--- config.mk ---
export PLATFORM = sky130hd
export DESIGN_NAME = odd_counter_sequencer_flat
export DESIGN_NICKNAME = d
export VERILOG_FILES = /design/src/rtl/odd_seq_pkg.sv /design/src/rtl/odd_counter_sequencer_if.sv /design/src/rtl/odd_seq_misr.sv /design/src/rtl/odd_counter_sequencer.sv /design/src/flat_wrapper.sv
export SDC_FILE = /design/constraint.sdc
export NUM_CORES = 1
export LEC_CHECK = 0
export ABC_AREA = 1
export BUFFER_PORTS_ARGS = -buffer_cell sky130_fd_sc_hd__buf_2
export CORE_MARGIN = 5
export CORE_UTILIZATION = 55
export CTS_CLUSTER_SIZE = 30
export DETAILED_ROUTE_END_ITERATION = 16
export PLACE_DENSITY = 0.79
export REMOVE_ABC_BUFFERS = 1
export SYNTH_ARGS = -nofsm -noshare
export SYNTH_HDL_FRONTEND = slang
export SYNTH_HIERARCHICAL = 1
export SYNTH_SLANG_ARGS = --single-unit
--- constraint.sdc ---
create_clock -name clk -period 2.6 [get_ports clk]
set_input_delay 0.52 -clock clk [delete_from_list [all_inputs] [get_ports clk]]
set_output_delay 0.52 -clock clk [all_outputs]
set_load 0.03 [all_outputs]
--- src/rtl/odd_seq_pkg.sv ---
// Shared types and constants for the odd-counter test sequencer.
package odd_seq_pkg;

    typedef enum logic [1:0] {
        IDLE = 2'd0,
        UP   = 2'd1,
        DOWN = 2'd2,
        DONE = 2'd3
    } state_t;

    localparam logic [2:0] STEP_UP   = 3'd2;
    localparam logic [2:0] STEP_DN   = 3'd6;
    localparam logic [7:0] MISR_POLY = 8'h1D;

endpackage

--- src/rtl/odd_counter_sequencer_if.sv ---
// Control/status bundle between a run controller (master) and the sequencer (slave).
interface odd_counter_sequencer_if #(
    parameter int LEN_W = 8,
    parameter int SIG_W = 8
) ();
    logic             start;
    logic             abort;
    logic [LEN_W-1:0] up_len;
    logic [LEN_W-1:0] dn_len;
    logic             busy;
    logic             done;
    logic             err;
    logic [SIG_W-1:0] sig;

    modport master (
        output start, abort, up_len, dn_len,
        input  busy, done, err, sig
    );

    modport slave (
        input  start, abort, up_len, dn_len,
        output busy, done, err, sig
    );
endinterface

--- src/rtl/odd_seq_misr.sv ---
// Multiple-input signature register folding 3-bit counter samples into SIG_W bits.
module odd_seq_misr
    import odd_seq_pkg::*;
#(
    parameter int SIG_W = 8
) (
    input  logic             clk,
    input  logic             rst,
    input  logic             init,
    input  logic             en,
    input  logic [2:0]       d,
    output logic [SIG_W-1:0] sig
);
    localparam logic [SIG_W-1:0] POLY = SIG_W'(MISR_POLY);

    logic fb;
    assign fb = ^(sig & POLY);

    always_ff @(posedge clk) begin
        if (rst)       sig <= '0;
        else if (init) sig <= '1;
        else if (en)   sig <= {sig[SIG_W-2:0], fb} ^ {{(SIG_W-3){1'b0}}, d};
    end
endmodule

--- src/rtl/odd_counter_sequencer.sv ---
// Drives the odd up/down counter through an up then a down phase and checks every step.
// Optional MISR signature on sig when SEQ_MISR_EN is defined; otherwise sig is tied to 0.
module odd_counter_sequencer
    import odd_seq_pkg::*;
#(
    parameter int LEN_W = 8,
    parameter int SIG_W = 8
) (
    input  logic                    clk,
    input  logic                    rst,
    odd_counter_sequencer_if.slave  ctl,
    input  logic [2:0]              p_in,
    output logic                    x
);
    state_t           state, state_nx;
    logic [LEN_W-1:0] cnt, cnt_nx;
    logic [LEN_W-1:0] dn_lat, dn_lat_nx;
    logic [2:0]       prev_p;
    logic [2:0]       exp_p;
    logic             prev_x;
    logic             chk_vld;
    logic             accept, active, last, step_bad;

    assign accept = (state == IDLE) && ctl.start;
    assign active = (state == UP) || (state == DOWN);
    assign last   = (cnt == LEN_W'(1));

    // Counter sampled this cycle must be one step on from the previous sample.
    assign exp_p    = prev_p + (prev_x ? STEP_DN : STEP_UP);
    assign step_bad = active && (!p_in[0] || (chk_vld && (p_in != exp_p)));

    always_comb begin
        // NOTE: every variable gets a default first so no path leaves it unassigned (no latch).
        state_nx  = state;
        cnt_nx    = cnt;
        dn_lat_nx = dn_lat;
        unique case (state)
            IDLE: begin
                if (ctl.start) begin
                    dn_lat_nx = ctl.dn_len;
                    if (ctl.up_len != '0) begin
                        state_nx = UP;
                        cnt_nx   = ctl.up_len;
                    end else if (ctl.dn_len != '0) begin
                        state_nx = DOWN;
                        cnt_nx   = ctl.dn_len;
                    end else begin
                        state_nx = DONE;
                    end
                end
            end
            UP: begin
                if (ctl.abort) begin
                    state_nx = IDLE;
                    cnt_nx   = '0;
                end else if (last) begin
                    state_nx = (dn_lat != '0) ? DOWN : DONE;
                    cnt_nx   = dn_lat;
                end else begin
                    cnt_nx = cnt - LEN_W'(1);
                end
            end
            DOWN: begin
                if (ctl.abort || last) begin
                    state_nx = ctl.abort ? IDLE : DONE;
                    cnt_nx   = '0;
                end else begin
                    cnt_nx = cnt - LEN_W'(1);
                end
            end
            DONE:    state_nx = IDLE;
            default: state_nx = IDLE;
        endcase
    end

    // Outputs decode the next state so they change on the edge that enters it.
    always_ff @(posedge clk) begin
        // NOTE: sequential state uses non-blocking assignments only.
        if (rst) begin
            state    <= IDLE;
            cnt      <= '0;
            dn_lat   <= '0;
            x        <= 1'b0;
            ctl.busy <= 1'b0;
            ctl.done <= 1'b0;
            ctl.err  <= 1'b0;
            prev_p   <= '0;
            prev_x   <= 1'b0;
            chk_vld  <= 1'b0;
        end else begin
            state    <= state_nx;
            cnt      <= cnt_nx;
            dn_lat   <= dn_lat_nx;
            x        <= (state_nx == DOWN);
            ctl.busy <= (state_nx == UP) || (state_nx == DOWN);
            ctl.done <= (state_nx == DONE);
            if (accept) begin
                ctl.err <= 1'b0;
                chk_vld <= 1'b0;
            end else if (active) begin
                prev_p  <= p_in;
                prev_x  <= x;
                chk_vld <= 1'b1;
                if (step_bad) ctl.err <= 1'b1;
            end
        end
    end

`ifdef SEQ_MISR_EN
    logic [SIG_W-1:0] sig_q;

    odd_seq_misr #(.SIG_W(SIG_W)) u_misr (
        .clk  (clk),
        .rst  (rst),
        .init (accept),
        .en   (active),
        .d    (p_in),
        .sig  (sig_q)
    );

    assign ctl.sig = sig_q;
`else
    assign ctl.sig = '0;
`endif

endmodule

--- src/flat_wrapper.sv ---
// flat-port wrapper written by rule: the top's interface ports become plain ports
module odd_counter_sequencer_flat import odd_seq_pkg::*;
#(
    parameter int LEN_W = 8,
    parameter int SIG_W = 8
)
  (clk, rst, p_in, x, ctl_start, ctl_abort, ctl_up_len, ctl_dn_len, ctl_busy, ctl_done, ctl_err, ctl_sig);
  odd_counter_sequencer_if #(.LEN_W(LEN_W), .SIG_W(SIG_W)) ctl_i ();
  input  logic clk;
  input  logic rst;
  input  logic [2:0] p_in;
  output logic x;
  input wire logic [$bits(ctl_i.start)-1:0] ctl_start;
  input wire logic [$bits(ctl_i.abort)-1:0] ctl_abort;
  input wire logic [$bits(ctl_i.up_len)-1:0] ctl_up_len;
  input wire logic [$bits(ctl_i.dn_len)-1:0] ctl_dn_len;
  output wire logic [$bits(ctl_i.busy)-1:0] ctl_busy;
  output wire logic [$bits(ctl_i.done)-1:0] ctl_done;
  output wire logic [$bits(ctl_i.err)-1:0] ctl_err;
  output wire logic [$bits(ctl_i.sig)-1:0] ctl_sig;
  assign ctl_i.start = ctl_start;
  assign ctl_i.abort = ctl_abort;
  assign ctl_i.up_len = ctl_up_len;
  assign ctl_i.dn_len = ctl_dn_len;
  assign ctl_busy = ctl_i.busy;
  assign ctl_done = ctl_i.done;
  assign ctl_err = ctl_i.err;
  assign ctl_sig = ctl_i.sig;
  odd_counter_sequencer #(.LEN_W(LEN_W), .SIG_W(SIG_W)) u_core (.clk(clk), .rst(rst), .ctl(ctl_i), .p_in(p_in), .x(x));
endmodule
==> reports/results.ini, run 1 <==
[layout]
drive_gt1_share_pct = 14.6
syn2layout_area_growth_pct = 8.08
nFillCells = 329
nNetsFinal = 354
fin_util_pct = 60.6
diodes = 0

[clock_network]
clk_latency_ps = 330
cts_resized = 0
clockBufferDepth = 2
postCtsHoldBufs = 0
cts_buffers = 3
htree_levels = 1
postCtsSetupBuffers = 0
clk_pin_slew_ps = 140
cts.sinks = 27
cts_root_buf = clkbuf_4
cts_tree = done

[placed_design]
hpwl_um = 3140
place_congestion = 0.863
numPortBuffers = 26

[pwr]
p_per_area_mw_per_mm2 = 513
ir_worst_vdd_v = 0.000232
p_leak_uw = 0.000981

[synth]
synthAdderAreaFrac_pct = 6.11
yosysTopAreaCellShare_pct = 29.3
synth_xor_area_share_pct = 0.476
synth_area_per_cell_um2 = 6.20
async_reset_ff_share_pct = 0
yosys.area.top_type = dfxtp_1
synth_most_common_cell = nand2_1
synthFlopType = dfxtp_1
yosysWarningCount = 6
seq_area_frac_synth_pct = 29.3
netlist_instances = 297
ys_types = 26
synthSimpleGateAreaFrac_pct = 41.0
synth-edff-count = 0
netlist_area_mm2 = 0.00184
ys_top_cells_by_count = 75 x nand2_1, 60 x nor2_1, 33 x inv_1, 27 x dfxtp_1, 20 x nand3_1
synth_seq_cells = 27
synth_top_family_by_area = simple AND/OR/NAND/NOR gates
muxShareOfSynthArea_pct = 0
synth_compound_area_share_pct = 10.1
synth_area_leaders = dfxtp_1 29%, nand2_1 15%, nor2_1 12%

[detailed_routing]
drc_errors = 0
dr.pass1.iters = 4
wl_um = 3920
ant_nets = 0
viasPerCell = 4.84
vias = 1778
wl_per_cell_um = 10.7
drtIter0Drc = 101

[floorplanning]
rows = 21
die_x_um = 67.9
die_h_um = 67.9
io_pins = 35
start_util_pct = 56.1
dieArea_mm2 = 0.00461
coreArea_mm2 = 0.00328

[sta]
hold_viol = 0
slew_headroom_pct = 59.7
fin_worst_skew_ps = 4.64
fin_crit_ps = 1890
setup_tns_ps = 0
period_share_pct = 72.9
rsz0062_at_grt = false
timing.fmax_mhz = 528
setup_viol = 0
whs_ps = 393
final-max-slew-violation-count = 0
worstMarginPinSlew_ps = 604

[worst_hold_path]
holdPathEnd = u_core/ctl.busy
min_path_cells = 2
hold_path.class = in -> reg
min_from = rst

[critical_path]
critPathKind = reg -> reg
worstPathRequired_ps = 2880
reg2reg_depth = 10
r2r_start = u_core/state[1]
cp-start-kind = flip-flop
worstSetupEndpointType = flip-flop
cp_max_fo = 10
r2r-end = u_core/cnt[4]
crit_arrival_ps = 2180
r2r_setup_slack_ps = 710

[global_route]
grt_pass1_vias = 1552
antenna_found_initial = 0
overflow = 0
grt_max_degree = 22
grt.total_usage_pct = 18.7
grt_pass1_wl_um = 6680

[outcome]
status = complete, no violations

[flow_run]
maxCapViolCount = 0

## through the flow
stage	instance area, um^2	power (uW)	instances	setup WS [ps]
detailed placement	1960	843	363	672
CTS	1990	1020	367	730
global placement	1960	837	363	676
global route	1990	1100	367	508
finish	1990	1020	367	705
floorplan	1770	756	290	795
## sequential cells by signal, indices dropped and copies added (netlist names)
| name | flops |
|---|---|
| u_core/ctl.done | 1 |
| u_core/chk_vld | 1 |
| u_core/prev_p | 3 |
| u_core/ctl.busy | 1 |
| u_core/x | 1 |
| u_core/cnt | 8 |
| u_core/state | 2 |
| u_core/prev_x | 1 |
| u_core/ctl.err | 1 |
| u_core/dn_lat | 8 |
## worst max-delay path, stage by stage (launching register included)
cell and delay (ps):
dfxtp_1 430, inv_1 120, ha_1 510, inv_2 150, nor2_2 210, nand2_1 70
a21oi_1 110, nand2_1 60, nand3_1 70, nor2_1 40, nor2_1 80
## logic make-up after synthesis
| kind of cell | count (synthesis) |
|---|---|
| other | 1 |
| buffers and inverters | 50 |
| and+or+nand+nor | 175 |
| AOI/OAI and AO/OA | 34 |
| adders and majority gates | 9 |
| xor gates and xnor gates | 1 |
| DFF | 27 |
## layout by cell type, fill, tap and decap left out, drive strengths merged
| cell | count |
|---|---|
| nand2 | 77 |
| nor2 | 68 |
| inv | 36 |
| dfxtp | 27 |
| buf | 27 |
| nand3 | 22 |
| o21ai | 16 |
| a21oi | 15 |
| ha | 9 |
| conb | 8 |
| nand4 | 6 |
| clkbuf | 4 |
| o211ai | 3 |
| or2 | 1 |
| nand3b | 1 |
| xor2 | 1 |
## how the worst max path moves through the flow
stage	cells after the start	from	end	slack (ps)
floorplan	9	ctl_up_len[7]	u_core/ctl.busy	790
global placement	11	ctl_up_len[4]	u_core/ctl.busy	680
detailed placement	11	ctl_up_len[4]	u_core/ctl.busy	670
CTS	10	u_core/state[1]	u_core/cnt[4]	730
global route	8	u_core/state[0]	u_core/prev_p[2]	510
finish	10	u_core/state[1]	u_core/cnt[4]	710
## per-layer routing
layer	GRT usage (%)	wire length [um]	vias up
li1	-	-	963
met2	30.3	1780	48
met4	6.20	33	0
met1	25.8	1870	764
met3	2.30	241	3
met5	0	0	-
## where the power goes
part	internal, uW	total [uW]	switching, uW
Sequential	458	492	34.6
Clock	60.3	186	125
Combinational	116	344	228
## layout make-up
cell class	instances	area [um^2]	share of cell area [%]
Multi-Input combinational cell	227	1090	54.9
Clock buffer	4	26.3	1.32
Tap cell	46	57.6	2.89
Sequential cell	27	541	27.2
Timing Repair Buffer	27	138	6.91
Inverter	36	135	6.79
Note: power is estimated with default switching activity, not from simulation.
==> inputs of run 2 (changes only) <==
ABC_AREA = 0   (was 1)
CORE_UTILIZATION = 54   (was 55)
clock period = 1.8 ns   (was 2.6 ns; I/O delays follow)
==> reports/results.ini, run 2 <==
[outcome]
status = finished, violations left
violations = setup timing

[pwr]
p_per_area_mw_per_mm2 = 657
p_leak_uw = 0.000927
ir_worst_vdd_v = 0.000576

[clock_network]
cts.sinks = 27
clk_latency_ps = 330
postCtsHoldBufs = 0
clk_pin_slew_ps = 150
htree_levels = 1
cts_root_buf = clkbuf_4
clockBufferDepth = 2
cts_buffers = 3
cts_tree = done

[detailed_routing]
viasPerCell = 5.84
ant_nets = 0
drtIter0Drc = 107
wl_per_cell_um = 15.8
dr.pass1.iters = 5
wl_um = 4700
drc_errors = 0
vias = 1739

[synth]
yosys.area.top_type = dfxtp_1
ys_types = 46
netlist_instances = 206
async_reset_ff_share_pct = 0
synth_area_per_cell_um2 = 8.02
synthFlopType = dfxtp_1
synth-edff-count = 0
ys_top_cells_by_count = 29 x nand2_1, 28 x a21oi_1, 27 x dfxtp_1, 12 x inv_1, 10 x o21ai_0
yosysWarningCount = 6
synth_most_common_cell = nand2_1
netlist_area_mm2 = 0.00165
synth_seq_cells = 27
yosysTopAreaCellShare_pct = 32.7
synth_area_leaders = dfxtp_1 33%, a21oi_1 8.5%, ha_1 6.8%
seq_area_frac_synth_pct = 32.7

[layout]
nNetsFinal = 298
drive_gt1_share_pct = 35.8
ff_latch_area_um2 = 544
multi_input_area_mm2 = 0.00109
layout_common_cells = 36 x buf_4, 29 x nand2_1, 26 x buf_2, 26 x a21oi_1, 24 x dfxtp_1
syn2layout_area_growth_pct = 30.9
final_common_cell = buf_4
reg.largest.list = u_core/cnt x8, u_core/dn_lat x8, u_core/prev_p x3
diodes = 0
nFillCells = 225

[floorplanning]
start_util_pct = 55.0
io_pins = 35
die_x_um = 65.3
rows = 20
dieArea_mm2 = 0.00427
die_h_um = 65.3
coreArea_mm2 = 0.00300

[global_route]
grt_max_degree = 22
antenna_found_initial = 0
grt_pass1_vias = 1664
grt.total_usage_pct = 22.4
overflow = 0
grt_pass1_wl_um = 7650

[worst_hold_path]
min_from = p_in[2]
hold_path.class = in -> reg
min_path_cells = 3

[placed_design]
hpwl_um = 3420
numPortBuffers = 26
place_congestion = 0.877
place_ws_ps = -210

[critical_path]
r2r_setup_slack_ps = -180
reg2reg_depth = 8
crit_start = u_core/cnt[1]
cp-start-kind = flip-flop
cp-endpoint = u_core/cnt[6]
critPathKind = reg -> reg
crit_slowest_cell = or3b_4
worstSetupEndpointType = flip-flop
cp_max_fo = 5
r2r_start = u_core/cnt[1]
r2r-end = u_core/cnt[6]
worstPathRequired_ps = 2060
cpPeakStageDelay_ps = 390
crit_arrival_ps = 2240
crit_chain = inv_2 -> ha_4 -> or3b_4 -> buf_4 -> mux2_1 -> o21ai_2 -> a2bb2oi_1 -> a211oi_2

[sta]
hold_viol = 0
rsz0062_at_grt = true
fin_crit_ps = 1980
final-max-slew-violation-count = 0
fin_worst_skew_ps = 12.8
worstMarginPinSlew_ps = 685
setup_viol = 8
slew_headroom_pct = 54.2
period_share_pct = 110
timing.fmax_mhz = 505
setup_slack_ps = -179
setup_tns_ps = -691

[flow_run]
maxCapViolCount = 0

run 2: cell count changes after synthesis, sizes merged, moves of 3 or more:
cell	before	now
nor3	0	4
nand4	6	1
inv	36	12
nor4	0	8
xnor2	0	3
a31oi	0	8
nand3	22	5
nor2	68	10
a211oi	0	3
nor2b	0	3
nand2	77	29
o22ai	0	3
a21oi	15	28
run 2: kinds of logic (layout without fill, tap and decap cells):
logic type / after synthesis / after routing / share of synthesized area (%)
other cells: 1 / 8 / 0.227
simple gates: 69 / 69 / 23.6
compound gates: 66 / 66 / 24.3
mux: 3 / 3 / 1.89
fa+ha+maj: 9 / 9 / 6.81
buf+inv: 27 / 79 / 8.33
xor+xnor: 4 / 4 / 2.12
flops: 27 / 27 / 32.7
run 2: metrics by stage:
stage               area [um^2]  total power (uW)  utilization, %  std cells  hold slack [ps]
CTS                        2100              1370            69.9        297              280
detailed placement         2010              1080            66.8        290              462
finish                     2160              1420            72.0        298              283
global placement           2010              1070            66.8        290              456
floorplan                  1590               907               -        198              429
global route               2160              1510            72.0        298              263
run 2: how the worst min path moves through the flow:
stage | end | slack, ps
detailed placement | u_core/prev_p[2] | 460
global route | u_core/dn_lat[3] | 260
floorplan | u_core/dn_lat[0] | 430
CTS | u_core/dn_lat[4] | 280
global placement | u_core/prev_p[1] | 460
finish | u_core/prev_p[2] | 280
run 2: layer usage:
metal,GRT usage (%),wire length [um]
met1,26.2,1890
met2,41.1,2450
met3,4.62,294
met4,5.96,57
met5,0,0
run 2: what timing repair did:
action / in CTS / in global routing
resized for setup: 10 / 15
pin swaps: 3 / 10
endpoints found under the setup margin: 10 / 13
buffers inserted: 3 / 1
gates cloned: 0 / 0
run 2: worst max-delay path, delay by kind of cell, from the launching register on:
kind / cells / cell delay (ps)
AO/OA/AOI/OAI: 3 / 440
AND/OR/NAND/NOR: 1 / 390
flip-flops: 1 / 360
multiplexers: 1 / 340
buffers and inverters: 2 / 250
adder cells (fa/ha/maj): 1 / 120
run 2: where the power goes:
group | internal (uW) | total [uW] | switching (uW)
clock | 87.0 | 272 | 185
sequential | 637 | 664 | 27.1
combinational | 212 | 484 | 273
total | 936 | 1420 | 485
run 2: final cells by class:
cell class / count / area share [%]
Multi-Input combinational cell: 159 / 50.6
Sequential cell: 27 / 25.2
Timing Repair Buffer: 63 / 19.0
Inverter: 12 / 2.08
Tap cell: 33 / 1.91
Clock buffer: 4 / 1.21
